[src/rtl/led_pkg.sv]
// Shared types and geometry for the LED matrix scanner.
package led_pkg;

    localparam int ROWS  = 8;
    localparam int COLS  = 8;
    localparam int ROW_W = $clog2(ROWS);

    typedef enum logic [1:0] {
        IDLE  = 2'd0,
        LOAD  = 2'd1,
        DRIVE = 2'd2,
        BLANK = 2'd3
    } scan_state_t;

endpackage

[src/rtl/scan_timer.sv]
// Loadable down-counter used for the row dwell and blanking intervals.
// zero_o is high whenever the counter has run out.
module scan_timer #(
    parameter int WIDTH = 8
) (
    input  logic             clk_i,
    input  logic             reset_i,
    input  logic             load_i,
    input  logic [WIDTH-1:0] load_val_i,
    output logic             zero_o
);

    logic [WIDTH-1:0] cnt_q;

    // Reload on strobe, otherwise count down and hold at zero.
    always_ff @(posedge clk_i) begin
        if (reset_i) begin
            cnt_q <= '0;
        end else if (load_i) begin
            cnt_q <= load_val_i;
        end else if (cnt_q != '0) begin
            cnt_q <= cnt_q - WIDTH'(1);
        end
    end

    assign zero_o = (cnt_q == '0);

endmodule

[src/rtl/led_matrix_scanner.sv]
// Row-multiplexed scanner for an 8x8 bi-colour LED matrix.
//
// state | meaning
// IDLE  | no row driven, waiting for enable
// LOAD  | one cycle: snapshot pixel arrays into shadow registers
// DRIVE | current row lit for DWELL_CYCLES
// BLANK | all rows off for BLANK_CYCLES before the next row
//
// The timer is loaded with (interval - 1) on the edge that enters a timed
// state, so the state exits on the cycle the timer reads zero.
module led_matrix_scanner
    import led_pkg::*;
#(
    parameter int DWELL_CYCLES = 1000,
    parameter int BLANK_CYCLES = 16
) (
    input  logic                       clk,
    input  logic                       reset,
    input  logic                       enable,
    input  logic [ROWS-1:0][COLS-1:0]  redarray,
    input  logic [ROWS-1:0][COLS-1:0]  greenarray,
    output logic [ROWS-1:0]            row_sel,
    output logic [COLS-1:0]            red_col,
    output logic [COLS-1:0]            green_col,
    output logic [ROW_W-1:0]           cur_row,
    output logic                       frame_done,
    output logic                       busy
);

    localparam int CNT_MAX = (DWELL_CYCLES > BLANK_CYCLES) ? DWELL_CYCLES : BLANK_CYCLES;
    localparam int CNT_W   = $clog2(CNT_MAX + 1);

    localparam logic [CNT_W-1:0] DWELL_LD = CNT_W'(DWELL_CYCLES - 1);
    localparam logic [CNT_W-1:0] BLANK_LD = CNT_W'(BLANK_CYCLES - 1);
    localparam logic [ROW_W-1:0] LAST_ROW = ROW_W'(ROWS - 1);

    scan_state_t               state_q;
    logic [ROWS-1:0][COLS-1:0] shadow_red_q;
    logic [ROWS-1:0][COLS-1:0] shadow_green_q;
    logic [ROWS-1:0]           row_sel_q;
    logic [COLS-1:0]           red_col_q;
    logic [COLS-1:0]           green_col_q;
    logic [ROW_W-1:0]          cur_row_q;
    logic                      frame_done_q;
    logic                      busy_q;

    logic                      tmr_load_d;
    logic [CNT_W-1:0]          tmr_val_d;
    logic                      tmr_zero;
    logic [ROW_W-1:0]          next_row_d;

    assign next_row_d = cur_row_q + ROW_W'(1);

    scan_timer #(
        .WIDTH(CNT_W)
    ) u_timer (
        .clk_i      (clk),
        .reset_i    (reset),
        .load_i     (tmr_load_d),
        .load_val_i (tmr_val_d),
        .zero_o     (tmr_zero)
    );

    // Timer reload on every entry into DRIVE or BLANK.
    always_comb begin
        tmr_load_d = 1'b0;
        tmr_val_d  = DWELL_LD;
        case (state_q)
            LOAD:  tmr_load_d = 1'b1;
            DRIVE: begin
                if (tmr_zero) begin
                    tmr_load_d = 1'b1;
                    tmr_val_d  = BLANK_LD;
                end
            end
            BLANK: tmr_load_d = tmr_zero && (cur_row_q != LAST_ROW);
            default: tmr_load_d = 1'b0;
        endcase
    end

    // Scan FSM; outputs are registered alongside the state they belong to.
    always_ff @(posedge clk) begin
        if (reset) begin
            state_q        <= IDLE;
            shadow_red_q   <= '0;
            shadow_green_q <= '0;
            row_sel_q      <= '0;
            red_col_q      <= '0;
            green_col_q    <= '0;
            cur_row_q      <= '0;
            frame_done_q   <= 1'b0;
            busy_q         <= 1'b0;
        end else begin
            frame_done_q <= 1'b0;
            case (state_q)
                IDLE: begin
                    if (enable) begin
                        state_q   <= LOAD;
                        busy_q    <= 1'b1;
                        cur_row_q <= '0;
                    end
                end
                LOAD: begin
                    shadow_red_q   <= redarray;
                    shadow_green_q <= greenarray;
                    cur_row_q      <= '0;
                    row_sel_q      <= ROWS'(1);
                    red_col_q      <= redarray[0];
                    green_col_q    <= greenarray[0];
                    state_q        <= DRIVE;
                end
                DRIVE: begin
                    if (tmr_zero) begin
                        row_sel_q   <= '0;
                        red_col_q   <= '0;
                        green_col_q <= '0;
                        state_q     <= BLANK;
                    end
                end
                BLANK: begin
                    if (tmr_zero) begin
                        if (cur_row_q != LAST_ROW) begin
                            cur_row_q   <= next_row_d;
                            row_sel_q   <= ROWS'(1) << next_row_d;
                            red_col_q   <= shadow_red_q[next_row_d];
                            green_col_q <= shadow_green_q[next_row_d];
                            state_q     <= DRIVE;
                        end else begin
                            frame_done_q <= 1'b1;
                            cur_row_q    <= '0;
                            if (enable) begin
                                state_q <= LOAD;
                            end else begin
                                state_q <= IDLE;
                                busy_q  <= 1'b0;
                            end
                        end
                    end
                end
                default: begin
                    state_q <= IDLE;
                    busy_q  <= 1'b0;
                end
            endcase
        end
    end

    assign row_sel    = row_sel_q;
    assign red_col    = red_col_q;
    assign green_col  = green_col_q;
    assign cur_row    = cur_row_q;
    assign frame_done = frame_done_q;
    assign busy       = busy_q;

endmodule

[config.mk]
export PLATFORM = sky130hd
export DESIGN_NAME = led_matrix_scanner
export DESIGN_NICKNAME = d
export VERILOG_FILES = /design/src/rtl/led_pkg.sv /design/src/rtl/scan_timer.sv /design/src/rtl/led_matrix_scanner.sv
export SDC_FILE = /design/constraint.sdc
export NUM_CORES = 1
export LEC_CHECK = 0
export BUFFER_PORTS_ARGS = -buffer_cell sky130_fd_sc_hd__buf_4
export CELL_PAD_IN_SITES_DETAIL_PLACEMENT = 0
export CELL_PAD_IN_SITES_GLOBAL_PLACEMENT = 1
export CORE_MARGIN = 10
export CORE_UTILIZATION = 25
export DETAILED_ROUTE_END_ITERATION = 10
export HOLD_SLACK_MARGIN = 0.06
export PLACE_DENSITY_LB_ADDON = 0.1
export SKIP_CTS_REPAIR_TIMING = 1
export SYNTH_ARGS = -nofsm -noshare
export SYNTH_HDL_FRONTEND = slang
export SYNTH_SLANG_ARGS = --single-unit
[constraint.sdc]
create_clock -name clk -period 4.9 [get_ports clk]
set_input_delay 0.245 -clock clk [delete_from_list [all_inputs] [get_ports clk]]
set_output_delay 0.245 -clock clk [all_outputs]
set_load 0.01 [all_outputs]
==> results.py <==
metrics = {
    "outcome": {
        "run_status": "finished, final reports clean",
    },
    "timing": {
        "final.min_clock_period_ns": 3.01,
        "timing.max_slew.rel_slack_pct": 23.5,
        "rsz0062_at_grt": "false",
        "worst_clock_skew_ns": 0.0129,
        "final_hold_vios": 0,
        "post_route_fraction_of_the_period_consumed_by_the_critical_path_pct": 61.4,
        "worst_pin_slew_ns": 1.15,
        "drv_slew": 0,
        "timing.final.setup_violations": 0,
        "max_freq_mhz": 332,
        "totalNegativeSetupSlack_ns": 0,
    },
    "placed_design": {
        "placed_area_um2": 8670,
        "port-buffer-count": 159,
        "post_dp_hpwl_mm": 17.6,
        "gpl.final_weighted_congestion": 0.729,
    },
    "critical_path": {
        "cpMaxStageDelayCell": "ha_2",
        "critical_path.top_delay_family": "adder cells",
        "critical_path_startpoint_category": "flop",
        "critical_path.reg2reg.startpoint": "cur_row[0]",
        "arrival_ns": 3.30,
        "critical_path_class": "flop to flop",
        "r2r_end": "red_col[3]",
        "timing.critical_path.required_ns": 5.18,
        "path_cells": "inv_1 > ha_2 > mux4_2 > a22oi_1 > a211oi_1",
        "worst_r2r_path_depth": 5,
        "setup_slack_of_the_most_critical_reg_to_reg_path_ns": 1.89,
        "cp_max_fo": 39,
        "endpoint_kind": "flop",
        "critical_path.n_buffers_inverters": 1,
        "timing.critical_path.slowest_cell_delay_ns": 1.01,
    },
    "drt": {
        "remaining_drc_errors": 0,
        "dr.first_iter.drc_count": 316,
        "antenna_violating_nets_post_route": 0,
        "routed_wirelength_mm": 25.7,
        "detail_route.vias_per_cell": 4.65,
        "detailroute.via_count": 6354,
        "detail_route.wl_per_cell_um": 18.8,
        "drtPass1Iterations": 4,
    },
    "finish": {
        "syn2layout_area_growth_pct": 30.8,
        "drive_gt1_share_pct": 24.6,
        "layout.cell_area.non_filler_um2": 9410,
        "fin_nets": 1107,
        "ant_diodes": 0,
    },
    "logic_synthesis": {
        "synth-edff-count": 0,
        "synthesis.nets": 979,
        "synth_ff_type": "dfxtp_1",
        "netlist.area_leader.share_pct": 47.0,
        "syn_area_per_cell_um2": 8.55,
        "synth_cell_types": 46,
        "syn-instance-count": 841,
        "flip_flop_and_latch_count_after_synthesis": 169,
        "yosysWarningCount": 0,
        "synth_area_um2": 7190,
        "synth-async-reset-ratio_pct": 0,
        "synth_sequential_area_ratio_pct": 47.0,
        "synth.area.top_cells": "dfxtp_1 47%, nand2_1 14%, a21oi_1 10%",
        "post-synth-top-area-cell": "dfxtp_1",
    },
    "floorplanning": {
        "floorplan.die.height_um": 190,
        "die_area_um2": 36000,
        "fp.coreArea_um2": 28500,
        "initial_cell_density_of_the_core_pct": 25.2,
        "boundaryPins": 160,
        "die_w_um": 190,
        "fp-row-count": 62,
    },
    "cts": {
        "cts_root_buffer": "clkbuf_16",
        "ctsHtreeMaxLevel": 4,
        "tritoncts": "done",
        "path_clk_slew_ns": 0.07,
        "clockBufferDepth": 2,
        "clock_sinks": 169,
        "worstSkewPairLatency_ns": 0.43,
        "number_of_buffers_created_by_cts": 17,
    },
    "power_and_ir_drop": {
        "sequentialPowerShare_pct": 43.2,
        "total_power_mw": 3.81,
        "power.switching_mw": 1.24,
        "comb_power_share_pct": 22.1,
        "pwr-share-clk_pct": 34.8,
        "ir_worst_vdd_v": 0.000244,
        "powerDensity_nw_per_um2": 405,
        "total_leakage_power_nw": 3.39,
        "int_power_mw": 2.57,
        "swShare_pct": 32.5,
    },
    "global_routing": {
        "first_global_vias": 6514,
        "grt-ovfl-total": 0,
        "grt_first_pass_wirelength_mm": 39.3,
        "antenna_violations_before_repair": 0,
        "grt_start_max_net_pins": 124,
        "groute.usage.overall_pct": 14.0,
    },
    "job": {
        "timing.max_cap.violations": 0,
    },
    "worst_hold_path": {
        "hp-class": "primary input to flop",
        "min_from": "redarray[36]",
        "min_to": "shadow_red_q[36]",
        "timing.hold.worst_path_depth": 3,
    },
}
per-stage QoR:
stage / std cells / setup slack, ns / utilization, % / hold slack, ns
final: 1366 / 1.89 / 33.0 / 0.0572
after global routing: 1366 / 1.61 / 33.0 / 0.0600
after CTS: 1349 / 1.80 / 32.4 / 0.0280
after detailed placement: 1317 / 1.81 / 30.4 / 0.446
after global placement: 1317 / 1.90 / 30.4 / 0.441
after floorplan: 841 / 2.37 / - / 0.381
state kept, by name (all words and copies together), names as in the netlist:
name,cells
red_col,8
busy,1
row_sel,8
state_q,2
frame_done,1
cur_row,3
shadow_red_q,64
u_timer.cnt_q,10
shadow_green_q,64
green_col,8
kinds of logic (layout without fill, tap and decap cells):
group	count (synthesis)	count (layout)	share of synthesized area, %
multiplexers	35	35	10.4
AND/OR/NAND/NOR	329	329	19.2
XOR/XNOR	1	1	0.122
adder cells (fa/ha/maj)	7	7	1.22
AO/OA/AOI/OAI	221	221	17.6
buffers and inverters	79	220	4.42
flip-flops	169	169	47.0
per-layer routing:
metal	vias up	routed length (um)	GRT usage, %
li1	3179	-	-
met3	14	1310	3.94
met5	-	0	0
met2	142	11400	21.1
met4	0	296	3.33
met1	3019	12600	19.3
power groups by stage:
| stage | clock network [mW] | registers, mW | logic, mW |
|---|---|---|---|
| CTS | 1.36 | 1.65 | 0.841 |
| global route | 1.42 | 1.66 | 0.939 |
| detailed placement | 0 | 1.68 | 0.839 |
| finish | 1.32 | 1.64 | 0.840 |
| floorplan | 0 | 1.64 | 0.549 |
| global placement | 0 | 1.68 | 0.843 |
worst register-to-register path, cell delays in order (launching register included):
cell      delay (ns)
dfxtp_4         0.87
inv_1           0.16
ha_2            1.01
mux4_2          0.49
a22oi_1         0.23
a211oi_1        0.10
area by class of cell:
| type | count | area, um^2 |
|---|---|---|
| Multi-Input combinational cell | 593 | 3510 |
| Timing Repair Buffer | 183 | 1450 |
| Clock buffer | 18 | 439 |
| Tap cell | 384 | 480 |
| Clock inverter | 14 | 125 |
| Inverter | 5 | 18.8 |
| Fill cell | 3116 | 19100 |
| Sequential cell | 169 | 3390 |
cells in the mapped netlist, types with 2 or more instances:
library cell    n
dfxtp_1       169
o211ai_1        8
ha_1            7
buf_2          11
inv_1           5
o21ai_0        19
a21boi_0        2
nand2_1       264
nand2b_1        2
a22oi_1        16
a31oi_1         3
o31a_1          2
clkbuf_1       60
nor3_1         25
or4_1           2
a21oi_1       145
mux4_2         32
mux2i_1         3
a211oi_1       18
buf_4           2
or3_1           3
nor4_1          4
nor2_1          8
nand3_1         9
how the worst max path moves through the flow:
stage,from,endpoint,slack (ns),depth (start not counted)
final,cur_row[0],red_col[3],1.89,5
after global routing,cur_row[0],red_col[2],1.61,5
after CTS,cur_row[0],red_col[3],1.80,5
after detailed placement,cur_row[0],red_col[3],1.81,5
after global placement,cur_row[0],red_col[3],1.90,5
after floorplan,cur_row[0],red_col[1],2.37,9
placed cells by master, fill, tap and decap left out, drive strengths merged, types with 8 or more instances in the layout:
cell / netlist / routed
nand2: 264 / 264
dfxtp: 169 / 169
buf: 14 / 166
a21oi: 145 / 145
mux4: 32 / 32
nor3: 27 / 27
o21ai: 19 / 19
a211oi: 18 / 18
clkbuf: 60 / 18
dlygate4sd3: 0 / 17
a22oi: 16 / 16
inv: 5 / 15
nand3: 9 / 9
o211ai: 8 / 8
nor2: 8 / 8
Power figures use the tool's default switching activity.
